==> config.mk <==
export PLATFORM = sky130hd
export DESIGN_NAME = cursor_tracker
export DESIGN_NICKNAME = d
export VERILOG_FILES = /design/src/rtl/cursor_tracker.sv
export SDC_FILE = /design/constraint.sdc
export NUM_CORES = 1
export LEC_CHECK = 0
export ABC_AREA = 1
export CAP_MARGIN = 20
export CORE_ASPECT_RATIO = 0.75
export CORE_UTILIZATION = 55
export DETAILED_ROUTE_END_ITERATION = 8
export GPL_TIMING_DRIVEN = 0
export PLACE_DENSITY_LB_ADDON = 0.3
export SYNTH_ARGS = -nofsm -noshare
export SYNTH_HDL_FRONTEND = slang
export SYNTH_SLANG_ARGS = --single-unit
==> constraint.sdc <==
create_clock -name clk -period 6.55 [get_ports clk]
set_input_delay 0.655 -clock clk [delete_from_list [all_inputs] [get_ports clk]]
set_output_delay 0.655 -clock clk [all_outputs]
set_load 0.03 [all_outputs]
==> src/rtl/cursor_tracker.sv <==
// Joystick-to-cursor integrator: registered deflections move a clamped VGA cursor
// once per update tick, with a deadzone and two speed tiers per axis.
module cursor_tracker #(
  parameter int unsigned H_RES       = 640,
  parameter int unsigned V_RES       = 480,
  parameter int unsigned COORD_W     = 11,
  parameter int unsigned DEADZONE    = 48,
  parameter int unsigned FAST_THRESH = 96,
  parameter int unsigned SLOW_STEP   = 1,
  parameter int unsigned FAST_STEP   = 4,
  parameter int unsigned TICK_DIV    = 416667
) (
  input  logic               clk,
  input  logic               reset,
  input  logic [7:0]         positionX,
  input  logic [7:0]         positionY,
  input  logic               enable,
  output logic [COORD_W-1:0] vga_x,
  output logic [COORD_W-1:0] vga_y,
  output logic               moved
);

  localparam int unsigned CntW = $clog2(TICK_DIV);
  localparam int unsigned WideW = COORD_W + 1;

  localparam logic [CntW-1:0]    CntMax = CntW'(TICK_DIV - 1);
  localparam logic [COORD_W:0]   XMax   = WideW'(H_RES - 1);
  localparam logic [COORD_W:0]   YMax   = WideW'(V_RES - 1);
  localparam logic [COORD_W-1:0] XRst   = COORD_W'(H_RES / 2);
  localparam logic [COORD_W-1:0] YRst   = COORD_W'(V_RES / 2);
  localparam logic [8:0]         DzLim  = 9'(DEADZONE);
  localparam logic [8:0]         FastLim = 9'(FAST_THRESH);
  localparam logic [COORD_W:0]   SlowW  = WideW'(SLOW_STEP);
  localparam logic [COORD_W:0]   FastW  = WideW'(FAST_STEP);

  logic [7:0]         sx, sy;
  logic [CntW-1:0]    tick_cnt;
  logic               tick;
  logic [COORD_W:0]   step_x, step_y;
  logic [COORD_W-1:0] next_x, next_y;

  // Magnitude kept 9 bits wide so -128 maps to 128 and lands in the fast tier.
  function automatic logic [COORD_W:0] step_of(input logic [7:0] s);
    logic [8:0]       mag;
    logic [COORD_W:0] step;
    mag = {1'b0, (s[7] ? (8'd0 - s) : s)};
    if (mag <= DzLim) begin
      step = '0;
    end else if (mag >= FastLim) begin
      step = FastW;
    end else begin
      step = SlowW;
    end
    return step;
  endfunction

  // Saturating move in one extra bit of headroom so neither end can wrap.
  function automatic logic [COORD_W-1:0] move_axis(input logic [COORD_W-1:0] cur,
                                                   input logic [COORD_W:0]   step,
                                                   input logic               add,
                                                   input logic [COORD_W:0]   max_v);
    logic [COORD_W:0] wide, sum, res;
    wide = {1'b0, cur};
    sum  = wide + step;
    if (add) begin
      res = (sum > max_v) ? max_v : sum;
    end else begin
      res = (wide < step) ? '0 : (wide - step);
    end
    return COORD_W'(res);
  endfunction

  always_comb begin
    tick   = (tick_cnt == CntMax);
    step_x = step_of(sx);
    step_y = step_of(sy);
    // X grows for positive deflection; Y grows for negative (screen rows run downward).
    next_x = move_axis(vga_x, step_x, ~sx[7], XMax);
    next_y = move_axis(vga_y, step_y, sy[7], YMax);
  end

  always_ff @(posedge clk) begin
    if (reset) begin
      sx       <= '0;
      sy       <= '0;
      tick_cnt <= '0;
      vga_x    <= XRst;
      vga_y    <= YRst;
      moved    <= 1'b0;
    end else begin
      sx       <= positionX;
      sy       <= positionY;
      tick_cnt <= tick ? '0 : (tick_cnt + 1'b1);
      moved    <= 1'b0;
      if (tick && enable) begin
        vga_x <= next_x;
        vga_y <= next_y;
        moved <= (next_x != vga_x) || (next_y != vga_y);
      end
    end
  end

endmodule

-- Word level (Yosys, flattened, before mapping)
Index checks and enable logic that the tools add are counted.
- input port bits: 19
- memory bits (read-only): 0
- memory bits (writable): 0
- bits in latches: 0
- memories: 0
- word-level logic and storage cells: 41
- output and inout port bits: 23
- register bits: 58
- multiplexer cells: 12
- bitwise gates (word level): 1
- magnitude comparators: 8
- shifts and indexed selects: 0
- reductions and logical operators: 4
- div/mod/pow operators: 0
- eq/ne operators: 3
- $mul: 0
- add/sub/neg operators: 7
- operator list (operator ; count):
    $mux 11 ; 6
    $add 11x3->12 ; 2
    $lt 11x12->1 ; 2
    $ne 11x11->1 ; 2
    $sub 11x3->11 ; 2
    $add 19x1->19 const B ; 1
    $eq 19x19->1 const B ; 1
    $ge 8x7->1 const B ; 2
    $le 8x6->1 const B ; 2
    $mux 8 ; 2
    $sub 1x8->8 const A ; 2
    $gt 12x10->1 const B ; 1
    $gt 12x9->1 const B ; 1
    $mux 3 ; 4
    $reduce_or 2->1 ; 2
    $logic_and 1x1->1 ; 1
    $logic_or 1x1->1 ; 1
    $not 1->1 ; 1

-- Depth between registers and ports, before layout
- depth after elaboration: 11
- gate-level depth with buffers: 30

-- Worst setup path after synthesis
OpenSTA, ideal clock, no wires.
- path type: register to register
- start: reg sx[7]
- end: reg moved
- clock period less this slack: 3.110 ns
- data arrival time: 3.001 ns
- cell stages (with the launch flop): 27
- path buffers: 2
- slack: 3.440 ns
- cell sequence: dfxtp_1 clkbuf_1 clkbuf_1 o21ai_0 xor2_1 o21ai_0 nand2_1 inv_1 ha_1 ha_1 nand3_1 nand2_1 nand2_1 nor2_1 nand2_1 nand2_4 nand3_1 nand2_1 nand2_1 nand2_1 nand2_1 nor2_1 nand2_1 nor2_1 nand3_1 nand2_1 inv_1
- cells in the longest elaborated chain, start to end: 11
- elaborated cells between the ends (all ways): 15
- classes of those cells: add/sub: 3; order compare: 4; eq/ne: 1; mux: 6; reduce/logical: 1
- RTL lines (item ; line ; source):
    from (decl) ; 36 ; logic [7:0] sx, sy;
    from (signal assigned) ; 91 ; sx <= positionX;
    $sub 1x8->8 ; 46 ; mag = {1'b0, (s[7] ? (8'd0 - s) : s)};
    $mux 8 ; 46 ;
    $ge 8x7->1 ; 49 ; end else if (mag >= FastLim) begin
    $mux 3 ; 49 ;
    $mux 3 ; 47 ; if (mag <= DzLim) begin
    $add 11x3->12 ; 64 ; sum = wide + step;
    $gt 12x10->1 ; 66 ; res = (sum > max_v) ? max_v : sum;
    $mux 11 ; 66 ;
    $mux 11 * ; 65 ; if (add) begin
    $ne 11x11->1 * ; 98 ; moved <= (next_x != vga_x) || (next_y != vga_y);
    $logic_or 1x1->1 * ; 98 ;
    to (signal assigned) ; 98 ;
    to (decl) ; 20 ; output logic moved
Every way passes the cells marked *; elsewhere a longest branch is shown, timed or not.
A chain may end at the register's enable or synchronous reset.

-- Final worst setup path
Ends and elaborated chain as after synthesis.

==> results.tsv <==
stage	metric	value	unit
yosys	sequential element share of the synthesized area	27.1	%
yosys	fraction of the mapped netlist area in simple logic gates	41.8	%
placement	Area after DPL	4810	µm²
cts	CTS Hold Bufs	0	
sta	fin crit period	4.02	ns
power	sequential power share	46.5	%
cts	TritonCTS clock tree	done	
cts	worst skew pair latency	0.35	ns
yosys	post-synthesis mux area share	0	%
global_routing	global-route wire length before repair	18500	µm
worst_setup_path	CP Capture Type	flop	
worst_setup_path	Slowest-stage cell, CP	clkbuf_1	
power	Pleak	2.39	nW
detailed_routing	total number of vias	4670	
worst_setup_path	CP delay by family, top	simple AND/OR/NAND/NOR gates	
global_routing	GR Layer Usage met2	45.7	%
cts	CTS Root Cell	clkbuf_8	
power	switching share of power	29.5	%
die	chip height	78.4	µm
placement	Buffers on Ports	40	
worst_setup_path	Setup crit start kind	flop	
sta	RSZ-0062 raised after global routing	no	
power	P per Cell Area	157	nW/µm²
detailed_routing	Iter 0 DRT Violations	387	
detailed_routing	Routed WL	11300	µm
sta	Fin Setup TNS	0	ns
global_routing	Global Route met1 Usage	38.2	%
sta	hold violation count in the final report	0	
worst_setup_path	crit-path max FO	10	
placement	post-DP HPWL	8570	µm
global_routing	grt peak-use layer	met2	
sta	Max Slew Vio Count	0	
power	Internal	551	µW
power	Combinational Power Share	14.5	%
run	max-cap violation count	0	
sta	Slew headroom	58.6	%
worst_hold_path	Hold Path Class	flop to flop	
sta	skew final	0.0163	ns
detailed_routing	DR WL/cell	13.3	µm
sta	final hold slack	0.471	ns
yosys	Mapped Cells	689	
detailed_routing	DR pass1 iterations	5	
yosys	Unique masters post-synth	40	
cts	Post-CTS Setup Bufs	0	
cts	CTS clk-pin slew, worst paths	0.08	ns
global_routing	grt met3 use	4.82	%
worst_setup_path	Worst EP required	6.79	ns
yosys	synthesized area	4280	µm²
detailed_routing	post-route ant nets	0	
finish	Nets	773	
yosys	compound-gate portion of the synthesized area	12.1	%
cts	CTS Buf Count	9	
worst_setup_path	Critical Path, Cell by Cell	clkbuf_1, clkbuf_1, o21ai_0, xor2_1, o21ai_0, ha_1, inv_2, nand3_1, nand2_1, nand2_1, nand2_1, nand2_1, nand2_1, nand2_2, nand3_1, nand2_1, nand2_1, nand2_1, nor2_1, nand2_1, nor2_1, nand3_1, nand2_1, inv_1	
sta	Max Fclk	0.249	GHz
worst_setup_path	crit path DAT	4.26	ns
sta	Worst Tran Pin Value	0.622	ns
finish	ant diodes	0	
yosys	Post-synth EDFFs	0	
global_routing	largest net degree at the start of global routing	12	
finish	Final Cell Area	4990	µm²
sta	period utilisation layout	61.4	%
die	I/O Pins	42	
yosys	main combinational cell family by area after synthesis	simple AND/OR/NAND/NOR gates	
worst_setup_path	CP max stage delay	0.45	ns
yosys	synthesized flop and latch total	58	
yosys	Yosys warning count	0	
yosys	ys async rst share	0	%
global_routing	initial antenna violation count	0	
die	Die Area	8140	µm²
finish	share of cells above drive strength 1	10.9	%
yosys	Syn Area/Cell	6.21	µm²
power	peak supply drop	119	µV
cts	H-tree level count	3	
yosys	ys flop type	dfxtp_1	
yosys	area share of fa/ha/maj cells after synthesis	4.09	%
global_routing	Global Route Usage Sum	28.3	%
worst_setup_path	most frequent cell on the critical path	nand2_1	
cts	clock sink total	58	
run_status	status	complete, no violations	
die	Initial Util	57.6	%
cts	# resized after CTS	0	
global_routing	vias in the first global route	4088	
worst_setup_path	CP bufs+invs	4	
yosys	xor/xnor share of the synthesized area	3.27	%
power	switching pwr	230	µW
yosys	Synthesized Nets	722	
detailed_routing	vias per cell	5.52	
sta	final setup fails	0	
die	Core ar.	7430	µm²
worst_setup_path	type of the worst setup path	flop to flop	
cts	CTS max path bufs	2	
detailed_routing	DRC Markers	0	
die	chip width	104	µm
global_routing	remaining global-route overflow	0	
finish	area grow syn2layout	16.5	%
power	clock network power share	39.0	%
placement	Placer Congestion	0.969	
die	row count	27	
-- metal layers --
layer | vias to the layer above | wire length [µm]
li1 | 2299 | -
met1 | 2097 | 5040
met2 | 251 | 4990
met3 | 23 | 1040
met4 | 0 | 197
met5 | - | 0
-- synth_stat cells (4+ instances only) --
cell type	n	area, µm²
nand2_1	165	619
dfxtp_1	58	1160
inv_1	89	334
buf_2	5	25.0
nand4_1	10	62.6
ha_1	14	175
nand3_2	5	50.1
o21ai_0	42	210
nand3_1	68	340
nand2_2	14	87.6
xor2_1	15	131
nand3b_1	4	30.0
nor2_1	81	304
clkbuf_1	8	30.0
buf_4	5	37.5
nor3_1	6	30.0
a21oi_1	40	200
nor2_2	10	62.6
nor2_4	6	67.6
nor3b_1	4	30.0
inv_2	6	22.5
-- final timing paths --
| kind | start | endpoint | slack, ns | cells after the start |
|---|---|---|---|---|
| max | sx[7] | moved | 2.53 | 24 |
| min | tick_cnt[0] | tick_cnt[0] | 0.47 | 1 |
| max reg2reg | sx[7] | moved | 2.53 | 24 |
| min reg2reg | tick_cnt[0] | tick_cnt[0] | 0.47 | 1 |
-- kinds of logic after synthesis --
group	after synthesis
compound gates	96
simple gates	385
xor+xnor	16
fa+ha+maj	14
flops	58
buf+inv	120
-- worst reg2reg max path, delay by kind of cell, from the launching register on --
kind | cells | cell delay, ns
AND/OR/NAND/NOR | 16 | 1.64
buffers and inverters | 4 | 0.92
AO/OA/AOI/OAI | 2 | 0.53
adder cells (fa/ha/maj) | 1 | 0.35
flip-flops | 1 | 0.31
XOR/XNOR | 1 | 0.18
-- metrics by stage --
stage / cells / power [mW] / worst slack (ns) / utilization, %
2_1_floorplan: 689 / 0.449 / 3.44 / -
3_3_place_gp: 830 / 0.477 / 2.72 / 64.7
3_5_place_dp: 830 / 0.481 / 2.65 / 64.7
4_1_cts: 846 / 0.781 / 2.61 / 67.1
5_1_grt: 846 / 0.813 / 2.07 / 67.1
6_report: 846 / 0.781 / 2.53 / 67.1
-- registers in the layout (all words and copies together) (netlist names) --
register,cells
tick_cnt,19
sy,8
vga_y,11
moved,1
sx,8
vga_x,11
-- layout make-up --
type	instances	area [µm²]
multi-input cells	511	2620
well taps	101	126
clock inverters	6	41.3
plain buffers	23	134
repair buffers	40	400
flip-flops and latches	58	1160
inverters	97	364
fillers	687	2450
clock buffers	10	138
-- layout by cell type (no fill, tap or decap), types with 5 or more instances in the layout --
cell type / netlist / routed
nand2_1: 165 / 165
nor2_4: 6 / 6
nor2_1: 81 / 81
nand4_1: 10 / 10
clkbuf_1: 8 / 8
dfxtp_1: 58 / 58
a21oi_1: 40 / 40
nand3_2: 5 / 5
nor2_2: 10 / 10
buf_2: 5 / 5
buf_4: 5 / 5
ha_1: 14 / 14
nor3_1: 6 / 6
inv_1: 89 / 89
inv_2: 6 / 6
clkbuf_8: 0 / 10
nand2_2: 14 / 14
o21ai_0: 42 / 42
clkdlybuf4s50_1: 0 / 40
nand3_1: 68 / 68
xor2_1: 15 / 15
-- power by group through the flow --
stage	Combinational [mW]	Sequential, mW	Clock [mW]
finish	0.113	0.363	0.305
global route	0.128	0.363	0.321
CTS	0.111	0.363	0.306
detailed placement	0.110	0.371	0
global placement	0.107	0.371	0
floorplan	0.0793	0.370	0
Power figures use the tool's default switching activity.
